<file path="config.mk">
export PLATFORM = sky130hd
export DESIGN_NAME = uart_tx_sched
export DESIGN_NICKNAME = d
export VERILOG_FILES = /design/src/rtl/uart_pkg.sv /design/src/rtl/rr_arbiter.sv /design/src/rtl/uart_tx_sched.sv
export SDC_FILE = /design/constraint.sdc
export NUM_CORES = 1
export LEC_CHECK = 0
export ABC_AREA = 1
export BUFFER_PORTS_ARGS = -buffer_cell sky130_fd_sc_hd__buf_2
export CORE_ASPECT_RATIO = 1.1
export CORE_MARGIN = 2
export CORE_UTILIZATION = 37
export CTS_CLUSTER_SIZE = 16
export DETAILED_ROUTE_END_ITERATION = 10
export HOLD_SLACK_MARGIN = 0.05
export PLACE_DENSITY = 0.65
export SLEW_MARGIN = 20
export SYNTH_ARGS = -nofsm -noshare
export SYNTH_HDL_FRONTEND = slang
export SYNTH_SLANG_ARGS = --single-unit
</file>
<file path="constraint.sdc">
create_clock -name clk -period 1.8 [get_ports clk]
set_input_delay 0.27 -clock clk [delete_from_list [all_inputs] [get_ports clk]]
set_output_delay 0.27 -clock clk [all_outputs]
set_load 0.1 [all_outputs]
</file>
<file path="src/rtl/uart_pkg.sv">
// Shared definitions for the UART transmit scheduler.
//   state_t     scheduler FSM state encoding
//   DEF_*       default parameter values
//   clog2()     width helper usable in parameter expressions
package uart_pkg;

  typedef enum logic [2:0] {
    ST_IDLE      = 3'd0,
    ST_LOAD      = 3'd1,
    ST_SEND      = 3'd2,
    ST_WAIT_BSY  = 3'd3,
    ST_WAIT_DONE = 3'd4,
    ST_GAP       = 3'd5
  } state_t;

  localparam int DEF_NUM_REQ    = 4;
  localparam int DEF_GAP_CYCLES = 16;
  localparam int DEF_HOLD_MAX   = 255;

  // Smallest r with 2**r >= v (v >= 2 gives r >= 1).
  function automatic int clog2(input int v);
    int r;
    r = 0;
    while ((1 << r) < v) r++;
    return r;
  endfunction

endpackage

</file>
<file path="src/rtl/rr_arbiter.sv">
// Combinational round-robin picker.
//   req     request vector
//   ptr     highest-priority index; search runs ptr, ptr+1, ... wrapping
//   gnt_id  index of the first set request found
//   any     at least one request set (gnt_id is 0 otherwise)
module rr_arbiter
  import uart_pkg::*;
#(
  parameter  int N   = 4,
  localparam int IDW = clog2(N)
) (
  input  logic [N-1:0]   req,
  input  logic [IDW-1:0] ptr,
  output logic [IDW-1:0] gnt_id,
  output logic           any
);

  // Walk offsets from farthest to nearest so the nearest hit overwrites.
  always_comb begin
    int s;
    s      = 0;
    gnt_id = '0;
    any    = 1'b0;
    for (int i = N - 1; i >= 0; i--) begin
      s = int'(ptr) + i;
      if (s >= N) s = s - N;
      if (req[IDW'(s)]) begin
        gnt_id = IDW'(s);
        any    = 1'b1;
      end
    end
  end

endmodule

</file>
<file path="src/rtl/uart_tx_sched.sv">
// Shares one uart_tx byte transmitter between NUM_REQ requesters.
// Round-robin arbitration per message; grant held until req_last byte
// completes, followed by a GAP_CYCLES idle gap on the line.
//   clk, rst_n   clock, async active-low reset
//   req_valid    per-requester byte valid
//   req_data     byte of requester i at [8*i+7:8*i]
//   req_last     final byte of message (qualified by valid)
//   req_ready    one-hot or zero; byte taken on valid & ready
//   tx_data      byte to uart_tx, stable from tx_start until tx_busy falls
//   tx_start     one-cycle launch pulse to uart_tx
//   tx_busy      uart_tx is serialising
//   grant_id     current/last owner
//   active       message in progress
//   abort        one-cycle pulse when a message is dropped on hold timeout
module uart_tx_sched
  import uart_pkg::*;
#(
  parameter  int NUM_REQ    = DEF_NUM_REQ,
  parameter  int GAP_CYCLES = DEF_GAP_CYCLES,
  parameter  int HOLD_MAX   = DEF_HOLD_MAX,
  localparam int IDW        = clog2(NUM_REQ)
) (
  input  logic                 clk,
  input  logic                 rst_n,
  input  logic [NUM_REQ-1:0]   req_valid,
  input  logic [8*NUM_REQ-1:0] req_data,
  input  logic [NUM_REQ-1:0]   req_last,
  output logic [NUM_REQ-1:0]   req_ready,
  output logic [7:0]           tx_data,
  output logic                 tx_start,
  input  logic                 tx_busy,
  output logic [IDW-1:0]       grant_id,
  output logic                 active,
  output logic                 abort
);

  localparam int HW = clog2(HOLD_MAX + 1);
  localparam int GW = clog2(GAP_CYCLES + 1);
  localparam logic [HW-1:0] HOLD_LAST = HW'(HOLD_MAX - 1);
  localparam logic [GW-1:0] GAP_LAST  = GW'(GAP_CYCLES - 1);
  localparam logic [NUM_REQ-1:0] ONE  = NUM_REQ'(1);

  state_t               state, state_d;
  logic [IDW-1:0]       grant_d, rr_ptr, rr_d;
  logic                 active_d, start_d, abort_d, last_flag, last_d;
  logic [NUM_REQ-1:0]   ready_d;
  logic [7:0]           data_d;
  logic [HW-1:0]        hold_cnt, hold_d;
  logic [GW-1:0]        gap_cnt, gap_d;

  logic [IDW-1:0]       arb_id;
  logic                 arb_any;
  logic [IDW-1:0]       next_ptr;
  logic                 sel_valid, sel_last;
  logic [7:0]           sel_data;

  rr_arbiter #(.N(NUM_REQ)) u_arb (
    .req    (req_valid),
    .ptr    (rr_ptr),
    .gnt_id (arb_id),
    .any    (arb_any)
  );

  assign sel_valid = req_valid[grant_id];
  assign sel_last  = req_last[grant_id];
  assign sel_data  = req_data[{grant_id, 3'b000} +: 8];
  assign next_ptr  = (grant_id == IDW'(NUM_REQ - 1)) ? '0 : grant_id + 1'b1;

  always_comb begin
    state_d  = state;
    grant_d  = grant_id;
    active_d = active;
    ready_d  = '0;
    start_d  = 1'b0;
    abort_d  = 1'b0;
    data_d   = tx_data;
    last_d   = last_flag;
    hold_d   = hold_cnt;
    gap_d    = gap_cnt;
    rr_d     = rr_ptr;
    case (state)
      ST_IDLE: begin
        if (arb_any) begin
          grant_d  = arb_id;
          active_d = 1'b1;
          ready_d  = ONE << arb_id;
          hold_d   = '0;
          state_d  = ST_LOAD;
        end
      end
      ST_LOAD: begin
        if (sel_valid) begin
          data_d  = sel_data;
          last_d  = sel_last;
          // Launch straight away when the core is free so the start lands
          // the cycle after acceptance; otherwise SEND retries.
          start_d = !tx_busy;
          state_d = ST_SEND;
        end else if (hold_cnt >= HOLD_LAST) begin
          abort_d  = 1'b1;
          active_d = 1'b0;
          rr_d     = next_ptr;
          state_d  = ST_IDLE;
        end else begin
          // Only incremented below HOLD_LAST, so it saturates, never wraps.
          hold_d  = hold_cnt + 1'b1;
          ready_d = ONE << grant_id;
        end
      end
      ST_SEND: begin
        if (tx_start)      state_d = ST_WAIT_BSY;
        else if (!tx_busy) start_d = 1'b1;
      end
      ST_WAIT_BSY: begin
        if (tx_busy) state_d = ST_WAIT_DONE;
      end
      ST_WAIT_DONE: begin
        if (!tx_busy) begin
          if (last_flag) begin
            active_d = 1'b0;
            rr_d     = next_ptr;
            gap_d    = '0;
            state_d  = ST_GAP;
          end else begin
            hold_d  = '0;
            ready_d = ONE << grant_id;
            state_d = ST_LOAD;
          end
        end
      end
      ST_GAP: begin
        if (gap_cnt >= GAP_LAST) state_d = ST_IDLE;
        else                     gap_d   = gap_cnt + 1'b1;
      end
      default: state_d = ST_IDLE;
    endcase
  end

  always_ff @(posedge clk or negedge rst_n) begin
    if (!rst_n) state <= ST_IDLE;
    else        state <= state_d;
  end

  always_ff @(posedge clk or negedge rst_n) begin
    if (!rst_n) begin
      grant_id  <= '0;
      active    <= 1'b0;
      req_ready <= '0;
      tx_start  <= 1'b0;
      abort     <= 1'b0;
      tx_data   <= '0;
      last_flag <= 1'b0;
      hold_cnt  <= '0;
      gap_cnt   <= '0;
      rr_ptr    <= '0;
    end else begin
      grant_id  <= grant_d;
      active    <= active_d;
      req_ready <= ready_d;
      tx_start  <= start_d;
      abort     <= abort_d;
      tx_data   <= data_d;
      last_flag <= last_d;
      hold_cnt  <= hold_d;
      gap_cnt   <= gap_d;
      rr_ptr    <= rr_d;
    end
  end

endmodule

</file>
==> impl_metrics.tcl <==
set metrics [dict create \
    drc 0 \
    relSlewSlack_pct 67.31 \
    start_kind "flop" \
    detailedPlacementHpwl_um 4270 \
    cts-root-buf "clkbuf_8" \
    numCtsBuffers 5 \
    status "finished, final reports clean" \
    synth_edf_count 0 \
    met3_length_um 274 \
    synth_ff_type "dfrtp_1" \
    io_buffers 59 \
    synth_warnings 0 \
    clock_latency_ps 290 \
    finalCritPeriodShare_pct 94.94 \
    io_pins 60 \
    synth_common_cells "nand2_1, nor2_1, dfrtp_1" \
    syn_area_per_cell_sq_um 7.398 \
    viasPerCell 4.844 \
    ys_seq_area_share_pct 36.57 \
    preCtsSetupSlack_ps 53.36 \
    ys_types 36 \
    syn_to_final_growth_pct 23.01 \
    clock_skew_ps 9.533 \
    initial_utilization_pct 37.81 \
    drv_cap 0 \
    cp.required_ps 1980 \
    drt_iter0_markers 67 \
    worstPathArrival_ps 1890 \
    grt_pass1_vias 2188 \
    route.met2.wl_um 2664 \
    grt_usage_pct 16.68 \
    yosysMostFrequentCell "nand2_1" \
    fmax_mhz 585.2 \
    drive_gt1_share_pct 30.69 \
    die-area_sq_mm 0.007328 \
    wl_met1_um 2591 \
    core_sq_mm 0.006516 \
    finalInstanceArea_sq_mm 0.003030 \
    die_h_um 89.58 \
    place_area_sq_mm 0.002872 \
    highest_layer "met4" \
    finalHoldViolations 0 \
    htree_num_levels 2 \
    grt_pass1_wl_um 9646 \
    ys_top_cells_by_area "dfrtp_1, nand2_1, nor2_1, o21ai_0, inv_1" \
    die_x_um 81.80 \
    worst_pin_slew_ps 493.7 \
    rows 31 \
    ant_nets 0 \
    cp_max_fo 5 \
    fin_ws_ps 91.16 \
    rrSetupSlack_ps 90 \
    power_per_cell_area_mw_per_mm2 1926 \
    criticalPathCategory "flop to flop" \
    power.total_mw 5.838 \
    synth_top_area_cell "dfrtp_1" \
    gp_routability_congestion 0.8890 \
    diodes 0 \
    syn-instance-count 333 \
    post-route-min-period_ps 1709 \
    grt_overflow_total 0 \
    slew_violations 0 \
    antenna_found_initial 0 \
    cts_tree "built" \
    grt_max_degree 37 \
    synth-async-reset-ratio_pct 100.0 \
    final_nets 455 \
    ys_ff_latch 36 \
    post-route-util_pct 46.51 \
    synth_top_area_share_pct 36.57 \
    p_leak_nw 1.596 \
    totalWireLength_um 5580 \
    vdd_ir_drop_max_v 0.0009815 \
    setup_viol_count_final 0 \
    synth_area_sq_mm 0.002464 \
    clock-sinks 36 \
    clockBufferDepth 2 \
    drt_first_pass_iters 4 \
    vias 2354 \
    path_clk_slew_ps 70 \
    hold_class "primary input to flop" \
    critPathCaptureType "flop" \
    post_drt_wl_per_cell_um 11.48 \
    syn-num-nets 384 \
]
==> kinds of logic (layout without fill, tap and decap cells) <==
| group | after synthesis | after routing | synth area share (%) |
|---|---|---|---|
| simple gates | 178 | 178 | 33.16 |
| compound gates | 55 | 55 | 13.21 |
| buf+inv | 46 | 117 | 7.872 |
| flops | 36 | 36 | 36.57 |
| fa+ha+maj | 8 | 8 | 4.063 |
| mux | 8 | 8 | 4.418 |
| xor+xnor | 2 | 2 | 0.7112 |
==> stage by stage <==
step | instances | hold WS [ps] | setup TNS, ps
2_1_floorplan | 333 | -25.59 | 0
3_3_place_gp | 471 | 249.7 | 0
3_5_place_dp | 471 | 250.4 | 0
4_1_cts | 479 | 191.1 | 0
5_1_grt | 486 | 186.9 | -35.40
6_report | 486 | 199.4 | 0
==> routing by layer <==
metal | vias to the layer above | global-route usage (%)
met1 | 1050 | 22.01
met3 | 5 | 4.000
met2 | 70 | 27.86
met5 | - | 0
li1 | 1229 | -
met4 | 0 | 3.636
==> area by class of cell <==
type / count / area (sq um)
Clock buffer: 5 / 68.82
Clock inverter: 2 / 12.51
Fill cell: 661 / 3486
Inverter: 37 / 141.4
Multi-Input combinational cell: 251 / 1383
Sequential cell: 36 / 907.1
Tap cell: 82 / 102.6
Timing Repair Buffer: 73 / 415.4
==> registers in the layout, indices dropped and copies added (netlist names), 2 cells and up <==
| register | flops |
|---|---|
| gap_cnt | 5 |
| tx_data | 8 |
| req_ready | 4 |
| state | 3 |
| rr_ptr | 2 |
| grant_id | 2 |
| hold_cnt | 8 |
==> cell usage in the layout, fill, tap and decap left out, drive strengths merged, types with 3 or more instances in the layout <==
master and count:
a21oi 10, buf 72, clkbuf 5, dfrtp 36, ha 8, inv 37, mux2 8, nand2 98
nand3 17, nand4 11, nor2 48, nor3 3, o21ai 29, o22ai 11
==> worst max-delay path, stage by stage (launching register included) <==
cell and delay [ps]:
dfrtp_1 410, ha_2 190, nand2_2 80, nor2_1 40
ha_1 160, nor2_1 130, nand3_2 110, a21oi_4 220
inv_2 80, a22o_1 180
==> timing repair <==
action                                 CTS  global route
endpoints found under the hold margin   36             0
hold buffers                             1             0
gates resized for setup                  0             5
buffers inserted                         0             7
setup endpoints to repair                0            18
==> final timing paths <==
path | cells past startpoint | from | to
max | 9 | gap_cnt[1] | gap_cnt[1]
min | 2 | tx_busy | tx_start
max reg2reg | 9 | gap_cnt[1] | gap_cnt[1]
min reg2reg | 2 | hold_cnt[4] | hold_cnt[4]
max in group asynchronous | 3 | rst_n | grant_id[1]
min in group asynchronous | 3 | rst_n | req_ready[1]
==> power by group <==
part / internal [mW] / switching (mW) / total [mW]
Combinational: 1.14 / 2.75 / 3.90
Clock: 0.262 / 0.280 / 0.542
Sequential: 1.13 / 0.273 / 1.40
Total: 2.53 / 3.31 / 5.84
Power figures use the tool's default switching activity.
